<file path="src/rtl/logic_block.sv">
// Configurable logic block: a 4-input LUT with an optional output flop,
// programmed through a serial, daisy-chainable configuration shift register.
module logic_block #(
  parameter int CFG_BITS = 18
) (
  input  logic clk,
  input  logic rst_n,
  input  logic in0,
  input  logic in1,
  input  logic in2,
  input  logic in3,
  input  logic cfg_en,
  input  logic cfg_in,
  output logic cfg_out,
  output logic cfg_done,
  output logic cfg_err,
  output logic out
);

  typedef enum logic {IDLE, LOAD} state_t;

  localparam int USE_FF_BIT = 16;
  localparam int FF_INIT_BIT = CFG_BITS - 1;

  state_t              state_q, state_d;
  logic [CFG_BITS-1:0] sr_q, sr_d;
  logic [CFG_BITS-1:0] act_q, act_d;
  logic [4:0]          cnt_q, cnt_d;
  logic                configured_q, configured_d;
  logic                ff_q, ff_d;
  logic                cfg_err_q, cfg_err_d;
  logic                cfg_done_q, cfg_done_d;

  logic [3:0]  lut_idx;
  logic [15:0] lut_table;
  logic        lut;

  assign lut_idx   = {in3, in2, in1, in0};
  assign lut_table = act_q[15:0];
  assign lut       = lut_table[lut_idx];

  always_comb begin
    state_d      = state_q;
    sr_d         = sr_q;
    act_d        = act_q;
    cnt_d        = cnt_q;
    configured_d = configured_q;
    // The old configuration keeps running (flop included) until a commit.
    ff_d         = lut;
    cfg_err_d    = cfg_err_q;
    cfg_done_d   = 1'b0;

    case (state_q)
      IDLE: begin
        if (cfg_en) begin
          sr_d    = {sr_q[CFG_BITS-2:0], cfg_in};
          cnt_d   = 5'd1;
          state_d = LOAD;
        end
      end
      LOAD: begin
        if (cfg_en) begin
          sr_d  = {sr_q[CFG_BITS-2:0], cfg_in};
          cnt_d = (cnt_q == 5'd31) ? cnt_q : cnt_q + 5'd1;
        end else begin
          state_d = IDLE;
          if (cnt_q == 5'(CFG_BITS)) begin
            act_d        = sr_q;
            configured_d = 1'b1;
            ff_d         = sr_q[FF_INIT_BIT];
            cfg_done_d   = 1'b1;
            cfg_err_d    = 1'b0;
          end else begin
            cfg_err_d = 1'b1;
          end
        end
      end
      default: state_d = IDLE;
    endcase
  end

  always_ff @(posedge clk or negedge rst_n) begin
    if (!rst_n) begin
      state_q      <= IDLE;
      sr_q         <= '0;
      act_q        <= '0;
      cnt_q        <= '0;
      configured_q <= 1'b0;
      ff_q         <= 1'b0;
      cfg_err_q    <= 1'b0;
      cfg_done_q   <= 1'b0;
    end else begin
      state_q      <= state_d;
      sr_q         <= sr_d;
      act_q        <= act_d;
      cnt_q        <= cnt_d;
      configured_q <= configured_d;
      ff_q         <= ff_d;
      cfg_err_q    <= cfg_err_d;
      cfg_done_q   <= cfg_done_d;
    end
  end

  assign cfg_out  = sr_q[CFG_BITS-1];
  assign cfg_done = cfg_done_q;
  assign cfg_err  = cfg_err_q;
  assign out      = configured_q & (act_q[USE_FF_BIT] ? ff_q : lut);

endmodule

</file>
<file path="config.mk">
export PLATFORM = sky130hd
export DESIGN_NAME = logic_block
export DESIGN_NICKNAME = d
export VERILOG_FILES = /design/src/rtl/logic_block.sv
export SDC_FILE = /design/constraint.sdc
export NUM_CORES = 1
export LEC_CHECK = 0
export BUFFER_PORTS_ARGS = -buffer_cell sky130_fd_sc_hd__clkbuf_2
export CORE_UTILIZATION = 59
export DETAILED_ROUTE_END_ITERATION = 16
export PLACE_DENSITY = 0.8
export SLEW_MARGIN = 20
export SYNTH_ARGS = -nofsm -noshare
export SYNTH_HDL_FRONTEND = slang
export SYNTH_SLANG_ARGS = --single-unit
</file>
<file path="constraint.sdc">
create_clock -name clk -period 2.1 [get_ports clk]
set_clock_uncertainty 0.1 [all_clocks]
set_input_delay 0.105 -clock clk [delete_from_list [all_inputs] [get_ports clk]]
set_output_delay 0.105 -clock clk [all_outputs]
set_load 0.02 [all_outputs]
</file>
* Word-level counts from Yosys, hierarchy flattened
Cells that the tools add are included.
Storage, ports and cells: register bits after elaboration 45, input bits 8, output and inout port bits 4, word-level logic and storage cells 37
Cells by class: $add $sub $neg 1, $lt $le $gt $ge 1, eq/ne operators 5, multiplexer cells 16, bitwise operators 3, reductions and logical operators 3
Operator list (number):
- $mux 18 | 1
- $mux 5 | 3
- $eq 5x5->1 const B | 2
- $mux 1 | 10
- $pmux 5 s2 | 1
- $ne 2x2->1 const B | 3
- $reduce_and 3->1 | 2
- $add 5x1->5 const B | 1
- $lt 4x5->1 const B | 1
- $bmux 1 s4 | 1
- $not 1->1 | 2
- $reduce_and 2->1 | 1
- $and 1x1->1 | 1

* Depth between registers and ports, before layout
Gate-level depths: netlist of the first run.
depth after elaboration 5, depth in mapped cells 6, mapped depth without buffers 6

* Worst setup path before layout of the first run
Ideal clock, no wire load.
kind register -> register, start point reg act_q[11], end point reg ff_q, library setup time 125 ps, arrival time 1566 ps, required time 1875 ps, slack 309 ps, cell stages (with the launch flop) 4, buffers on the path 0, clock period less this slack 1791 ps, cell sequence dfrtp_1 -> mux4_1 -> mux4_2 -> mux2_4
On the way: cells in the longest elaborated chain, start to end 5
RTL lines:
- from (decl) | line 27 | logic [CFG_BITS-1:0] act_q, act_d;
- from (signal assigned) | line 95 | act_q <= act_d;
- $bmux 1 s4 * | line 40 | assign lut = lut_table[lut_idx];
- $mux 1 (implied by the code) * | line 40
- $mux 1 | line 67 | if (cnt_q == 5'(CFG_BITS)) begin
- $mux 1 | line 62 | if (cfg_en) begin
- $mux 1 * | line 53 | case (state_q)
- via ff_d | line 30 | logic ff_q, ff_d;
- to (signal assigned) | line 89 | ff_q <= 1'b0;
- to (signal assigned) | line 98 | ff_q <= ff_d;
- to (decl) | line 30
Mark *: on every way through the listed nets, which the timed path passes. The rest lies on a longest branch. The select of a mux whose other input is x is not followed. A chain may end at the register's enable or synchronous reset.

* Worst setup path in the final report of the first run
start point reg act_q[1], end point out out
On the way: cells in the longest elaborated chain, start to end 4
RTL lines:
- $bmux 1 s4 | line 40
- $mux 1 (implied by the code) | line 40
- $mux 1 | line 107 | assign out = configured_q & (act_q[USE_FF_BIT] ? ff_q : lut);
- $and 1x1->1 | line 107
- to (decl) | line 17 | output logic out
No other way between the ends. The select of a mux whose other input is x is not followed.

==> results_dict.tcl, run 1 <==
set metrics [dict create \
    finalMaxSlewViolations 0 \
    grt_pass1_vias 1156 \
    initial_core_util_pct 62.80 \
    pin_count 12 \
    fmax_mhz 523.5 \
    hold-worst-slack_ns 0.1172 \
    r2r_setup_slack_ns 0.21 \
    syn-num-nets 141 \
    cp.arrival_ns 1.71 \
    cts_tree "built" \
    hp-class "in -> reg" \
    ir_drop_uv 610.0 \
    dr.pass1.iters 3 \
    mostFrequentLayoutCell "dfrtp_1" \
    vias 1099 \
    fin_crit_sh_pct 90.96 \
    clk_path_buf_depth 2 \
    design.core.area_sq_um 3078 \
    end_kind "primary output" \
    gr-total-overflow 0 \
    antenna_cells 0 \
    period_needed_ns 1.910 \
    crit_fanout 2 \
    yosys.area.top_type "dfrtp_1" \
    ys_seq_area_share_pct 58.25 \
    fin_tns_setup_ns 0 \
    final_layout_size_suffix_gt1_share_pct 40.13 \
    post_synth_num_cell_types 28 \
    synth_seq_cells 45 \
    nets 162 \
    dieArea_sq_um 3509 \
    rows 20 \
    grt.total_usage_pct 21.22 \
    wl_per_cell_um 15.60 \
    htreeDepth 2 \
    drc 0 \
    cts_inserted_buffers 5 \
    via_per_inst 5.607 \
    root_buffer "clkbuf_4" \
    p_per_area_nw_per_um2 914.5 \
    numPortBuffers 11 \
    finalSetupViolations 0 \
    synth-edff-count 0 \
    crit_type "reg -> out" \
    required_ns 1.89 \
    clock_latency_ns 0.35 \
    static-leakage-power_nw 1.104 \
    cap_viol_max_count 0 \
    synth_top_area_share_pct 58.25 \
    clock-sinks 45 \
    utilization_pct 71.30 \
    hpwl_um 2256 \
    p_total_w 0.002007 \
    grt_pass1_wl_um 5306 \
    start_kind "flop" \
    antenna_found_initial 0 \
    wl_um 3058 \
    syn_avg_cell_area_sq_um 14.87 \
    syn_to_final_growth_pct 13.53 \
    yosysWarningCount 0 \
    async_flop_share_pct 100.0 \
    gp_congestion 0.7364 \
    hold_viol_final 0 \
    path_clk_slew_ns 0.13 \
    tightest_slew_ns 0.6701 \
    outcome "complete, no violations" \
    layout_common_cells "dfrtp_1 (45), mux2_2 (35), clkbuf_2 (11)" \
    synthFlopType "dfrtp_1" \
    fillers 225 \
    maxSlewHeadroom_pct 55.33 \
    grt_max_degree 30 \
    netlist_instances 130 \
    die_y_um 59.24 \
    dr.first_iter.drc_count 45 \
    die_w_um 59.24 \
    cts_resized 0 \
    synthesis.area_sq_um 1933 \
    drtAntennaViolNets 0 \
    synth_area_leaders "dfrtp_1 (58%), mux2_2 (20%), mux4_1 (5.4%), ha_1 (1.9%), nor2b_1 (1.3%)" \
    grt_setup_unrepaired "false" \
]
[kinds of logic after synthesis]
logic type,synth area share (%)
mux,28.80
compound gates,4.531
simple gates,4.337
flops,58.25
buf+inv,2.136
fa+ha+maj,1.942
[repair_timing]
action / in CTS / in global routing
hold buffers: 3 / 0
buffers inserted: 0 / 0
endpoints found under the hold margin: 29 / 0
[per-stage QoR]
step | worst slack, ns | area, sq um | instances
floorplan | 0.3091 | 1933 | 130
global placement | 0.2778 | 2062 | 185
detailed placement | 0.2086 | 2062 | 185
CTS | 0.1624 | 2195 | 196
global route | 0.09619 | 2195 | 196
finish | 0.1898 | 2195 | 196
[path summary, 6_finish.rpt]
path,startpoint,endpoint,cells after the start
max reg2reg,cnt_q[0],cnt_q[3],6
max in group asynchronous,rst_n,cnt_q[2],3
min reg2reg,configured_q,configured_q,1
min,in0,ff_q,3
min in group asynchronous,rst_n,sr_q[13],2
max,act_q[1],out,4
[cell type report]
class / instances / area (sq um) / share of cell area [%]
Sequential cell: 45 / 1126 / 51.31
Multi-Input combinational cell: 74 / 765.7 / 34.89
Timing Repair Buffer: 19 / 122.6 / 5.587
Clock inverter: 3 / 65.06 / 2.965
Tap cell: 44 / 55.05 / 2.509
Clock buffer: 5 / 37.54 / 1.710
Inverter: 6 / 22.52 / 1.026
[sequential cells by signal (all words and copies together), names as in the netlist]
register,flops
ff_q,1
cfg_done,1
cfg_err,1
sr_q,18
act_q,17
state_q,1
configured_q,1
cnt_q,5
[synth_stat cells (2+ instances only)]
cell type / instances
dfrtp_1: 45
mux2_2: 35
inv_1: 6
mux4_1: 4
nor2_1: 4
nor2b_1: 4
buf_1: 3
ha_1: 3
o21ai_0: 3
a22oi_1: 2
clkbuf_1: 2
mux2i_1: 2
nand2_1: 2
[critical path, cell delays in order, from the launching register on]
cell	delay [ns]
dfrtp_1	0.41
mux4_1	0.53
mux2i_1	0.17
a221oi_1	0.09
clkbuf_2	0.16
[power breakdown]
| group | leakage, nW | internal, W | switching, W |
|---|---|---|---|
| registers | 0.580 | 0.00101 | 0.000124 |
| logic | 0.469 | 0.000147 | 0.0000962 |
| clock network | 0.0552 | 0.000369 | 0.000258 |
| total | 1.10 | 0.00153 | 0.000478 |
[layer usage]
metal | track usage, % | wire, um | part of all wire [%]
met5 | 0 | 0 | 0
met4 | 8.163 | 44 | 1.4
met3 | 6.550 | 97 | 3.2
met2 | 36.12 | 1582 | 52
met1 | 25.11 | 1333 | 44
No activity file was read; power rests on OpenSTA's default activity.
==> run 2, diff against run 1 <==
Settings changed: PLACE_DENSITY 0.8 to 0.78.
==> run 2 against run 1 <==
  * Non-clock buffer count down 1
  * Clock-buffer cell count grew 3
  * Flip-flop and latch count unchanged
  * Setup slack better by 0.014 ns
  * Final cell count down 0.51%
  * Die area unchanged
  * First-iteration DRC count decreased by 40%
  * Sequential power is essentially flat
  * Largest cell class unchanged
  * Highest routed layer unchanged
==> results_dict.tcl, run 2 (synthesized netlist as in run 1, its figures left out) <==
set metrics [dict create \
    outcome "complete, no violations" \
    hpwl_um 2163 \
    wl_per_cell_um 15.44 \
    gr-total-overflow 0 \
    start_kind "flop" \
    cts_tree "built" \
    crit_start "act_q[2]" \
    grt_pass1_wl_um 5326 \
    finalSetupViolations 0 \
    min_to "ff_q" \
    mostFrequentLayoutCell "dfrtp_1" \
    switchingPower_w 0.0004546 \
    utilization_pct 69.31 \
    maxSlewHeadroom_pct 79.55 \
    htreeDepth 2 \
    rr_worst_depth 6 \
    p_per_area_nw_per_um2 820.0 \
    fin_tns_setup_ns 0 \
    design.core.area_sq_um 3078 \
    fmax_mhz 527.4 \
    syn_to_final_growth_pct 10.36 \
    gp_congestion 0.8255 \
    dieArea_sq_um 3509 \
    hold-worst-slack_ns 0.1355 \
    period_needed_ns 1.896 \
    largest_reg_flops 18 \
    clock-sinks 45 \
    via_per_inst 5.646 \
    sw_frac_of_total_pct 25.99 \
    root_buffer "clkbuf_4" \
    hold_viol_final 0 \
    cp.arrival_ns 1.69 \
    antenna_cells 0 \
    required_ns 1.89 \
    pre_cts_ws_ns 0.2163 \
    fin_crit_sh_pct 90.30 \
    r2r_setup_slack_ns 0.22 \
    initial_core_util_pct 62.80 \
    cts_resized 0 \
    min_from "in0" \
    cap_viol_max_count 0 \
    grt.total_usage_pct 21.23 \
    reg2reg_to "cnt_q[3]" \
    fillers 232 \
    static-leakage-power_nw 1.072 \
    clock_latency_ns 0.34 \
    pin_count 12 \
    rows 20 \
    crit_type "reg -> out" \
    path_clk_slew_ns 0.12 \
    worst_slack_ns 0.2038 \
    drtAntennaViolNets 0 \
    antenna_found_initial 0 \
    vias 1101 \
    power_frac_clock_pct 21.5 \
    nets 161 \
    hold-path-cell-count 3 \
    grt_setup_unrepaired "false" \
    crit_fanout 2 \
    die_y_um 59.24 \
    wl_um 3011 \
    numPortBuffers 11 \
    hp-class "in -> reg" \
    p_comb_share_pct 14.0 \
    dr.pass1.iters 4 \
    layout_common_cells "dfrtp_1 (45), mux2_2 (35), clkbuf_2 (11)" \
    power_frac_seq_pct 64.5 \
    dr.first_iter.drc_count 27 \
    largest-register "sr_q" \
    ir_drop_uv 575.6 \
    die_w_um 59.24 \
    grt_pass1_vias 1206 \
    end_kind "primary output" \
    grt_max_degree 27 \
    finalMaxSlewViolations 0 \
    cts_inserted_buffers 5 \
    clk_path_buf_depth 2 \
    p_int_w 0.001295 \
    tightest_slew_ns 0.3067 \
    reg2reg_from "cnt_q[0]" \
    final_layout_size_suffix_gt1_share_pct 37.75 \
    drc 0 \
    top_regs "sr_q x18, act_q x17, cnt_q x5" \
]
## run 2: cell type report
| class | instances | area, sq um | area share [%] |
|---|---|---|---|
| Multi-Input combinational cell | 74 | 765.7 | 35.89 |
| Inverter | 6 | 22.52 | 1.056 |
| Tap cell | 44 | 55.05 | 2.581 |
| Clock buffer | 8 | 48.80 | 2.287 |
| Sequential cell | 45 | 1126 | 52.79 |
| Timing Repair Buffer | 18 | 115.1 | 5.396 |
## run 2: repair_timing
| action | in CTS | in global routing |
|---|---|---|
| setup buffers | 0 | 0 |
| endpoints found under the hold margin | 47 | 0 |
| hold buffers | 3 | 0 |
## run 2: power groups by stage
stage	Combinational (W)	Sequential, W	Clock [W]
final	0.000244	0.00113	0.000377
after global routing	0.000271	0.00115	0.000430
after CTS	0.000249	0.00113	0.000394
after detailed placement	0.000244	0.00115	0
after global placement	0.000230	0.00114	0
after floorplan	0.000169	0.00112	0
## run 2: worst max-delay path: stages, from the launching register on
cell	delay, ns
dfrtp_1	0.40
mux4_1	0.54
mux2i_1	0.15
a221oi_1	0.09
clkbuf_2	0.16
## run 2: how the worst max path moves through the flow
stage / depth (start not counted) / to / slack [ns]
floorplan: 3 / ff_q / 0.31
global placement: 3 / ff_q / 0.26
detailed placement: 6 / cnt_q[3] / 0.22
CTS: 4 / out / 0.18
global route: 4 / out / 0.06
finish: 4 / out / 0.20
## run 2: metrics by stage
stage          std cells  area, sq um  total power (W)
2_1_floorplan        130         1933         0.001286
3_3_place_gp         184         2054         0.001367
3_5_place_dp         184         2054         0.001392
4_1_cts              195         2133         0.001772
5_1_grt              195         2133         0.001849
6_report             195         2133         0.001749
## run 2: per-layer routing
layer	GRT usage [%]	vias up	share of wire, %
met3	5.459	6	2.7
met2	36.12	14	52
met1	25.30	569	43
met4	9.524	0	1.8
li1	-	512	-
met5	0	-	0
==> run 3, diff against run 2 <==
Settings changed: CORE_UTILIZATION 59 to 42, PLACE_DENSITY 0.78 to unset.
==> run 3 against run 2 <==
  * Register-to-register slack barely moved
  * Clock-buffer cell count fell by 3
  * Worst hold slack got worse by 0.11 ns
  * Combinational power fell by 2%
  * Critical path type is now reg -> reg
  * Largest cell class unchanged
  * Highest routed layer unchanged
==> results_dict.tcl, run 3 (synthesized netlist as in run 1, its figures left out) <==
set metrics [dict create \
    grt_pass1_wl_um 5492 \
    die_w_um 69.84 \
    start_kind "flop" \
    p_per_area_nw_per_um2 874.3 \
    pin_count 12 \
    hold-worst-slack_ns 0.02525 \
    grt.total_usage_pct 14.59 \
    clock_latency_ns 0.29 \
    design.core.area_sq_um 4384 \
    vias 1078 \
    ctsHoldBuffers 2 \
    wl_um 3067 \
    fin_crit_sh_pct 89.91 \
    layout_common_cells "dfrtp_1 (45), mux2_2 (35), clkbuf_2 (11)" \
    final_layout_size_suffix_gt1_share_pct 39.60 \
    crit_type "reg -> reg" \
    wl_per_cell_um 15.26 \
    numPortBuffers 11 \
    htreeDepth 2 \
    mostFrequentLayoutCell "dfrtp_1" \
    gr-total-overflow 0 \
    cp.arrival_ns 1.98 \
    crit_fanout 6 \
    antenna_found_initial 0 \
    antenna_cells 0 \
    p_total_w 0.001896 \
    dieArea_sq_um 4878 \
    syn_to_final_growth_pct 12.17 \
    hpwl_um 2003 \
    nets 159 \
    largest-register "sr_q" \
    grt_setup_unrepaired "false" \
    cts_resized 0 \
    rows 24 \
    die_y_um 69.84 \
    drtAntennaViolNets 0 \
    utilization_pct 49.46 \
    cap_viol_max_count 0 \
    root_buffer "clkbuf_8" \
    finalSetupViolations 0 \
    hp-class "in -> reg" \
    clock-sinks 45 \
    cts_inserted_buffers 5 \
    tightest_slew_ns 0.5551 \
    required_ns 2.19 \
    clk_path_buf_depth 2 \
    dr.pass1.iters 2 \
    post_cts_buffers 0 \
    path_clk_slew_ns 0.08 \
    via_per_inst 5.363 \
    drc 0 \
    finalMaxSlewViolations 0 \
    fmax_mhz 529.6 \
    largest_reg_flops 18 \
    period_needed_ns 1.888 \
    initial_core_util_pct 44.09 \
    grt_pass1_vias 1155 \
    fin_tns_setup_ns 0 \
    maxSlewHeadroom_pct 62.99 \
    top_regs "sr_q x18, act_q x17, cnt_q x5" \
    ir_drop_uv 314.8 \
    end_kind "flop" \
    outcome "complete, no violations" \
    dr.first_iter.drc_count 84 \
    static-leakage-power_nw 1.072 \
    grt_max_degree 46 \
    gp_congestion 0.8154 \
    hold_viol_final 0 \
    cts_tree "built" \
]
run 3: worst paths after layout:
| check | to | slack, ns | cells after the start | start |
|---|---|---|---|---|
| worst min register to register | configured_q | 0.38 | 1 | configured_q |
| worst min-delay path | cnt_q[4] | 0.03 | 3 | cfg_en |
| worst max register to register | cnt_q[3] | 0.21 | 6 | cnt_q[0] |
| max in group asynchronous | cnt_q[0] | 1.21 | 3 | rst_n |
| min in group asynchronous | act_q[6] | 0.32 | 3 | rst_n |
| worst max-delay path | cnt_q[3] | 0.21 | 6 | cnt_q[0] |
run 3: metal layers:
| layer | wire (um) | up-vias | GRT usage, % |
|---|---|---|---|
| met4 | 53 | 0 | 6.000 |
| met2 | 1458 | 16 | 23.82 |
| met5 | 0 | - | 0 |
| li1 | - | 507 | - |
| met3 | 105 | 5 | 4.651 |
| met1 | 1450 | 550 | 17.88 |
run 3: critical path, cell delays in order, from the launching register on:
cell and delay, ns:
dfrtp_1 0.43, ha_1 0.22, and3_1 0.17, ha_1 0.25, and4b_1 0.30, o21ai_0 0.08, a22o_1 0.24
run 3: power by group:
group          switching (W)  internal (W)  total [W]
sequential          0.000114       0.00101    0.00113
combinational      0.0000940      0.000144   0.000238
clock               0.000296      0.000233   0.000529
total               0.000504       0.00139    0.00190
run 3: cell type report:
| class | count | area, sq um |
|---|---|---|
| Inverter | 6 | 22.52 |
| Tap cell | 52 | 65.06 |
| Multi-Input combinational cell | 74 | 765.7 |
| Clock buffer | 5 | 68.82 |
| Clock inverter | 3 | 22.52 |
| Fill cell | 383 | 2216 |
| Sequential cell | 45 | 1126 |
| Timing Repair Buffer | 16 | 97.59 |
run 3: stage by stage:
step	cell area [sq um]	worst slack, ns	std cells
after floorplan	1933	0.3091	130
after CTS	2168	0.1886	201
after detailed placement	2057	0.1866	191
final	2168	0.2119	201
after global routing	2168	0.1238	201
after global placement	2057	0.2487	191
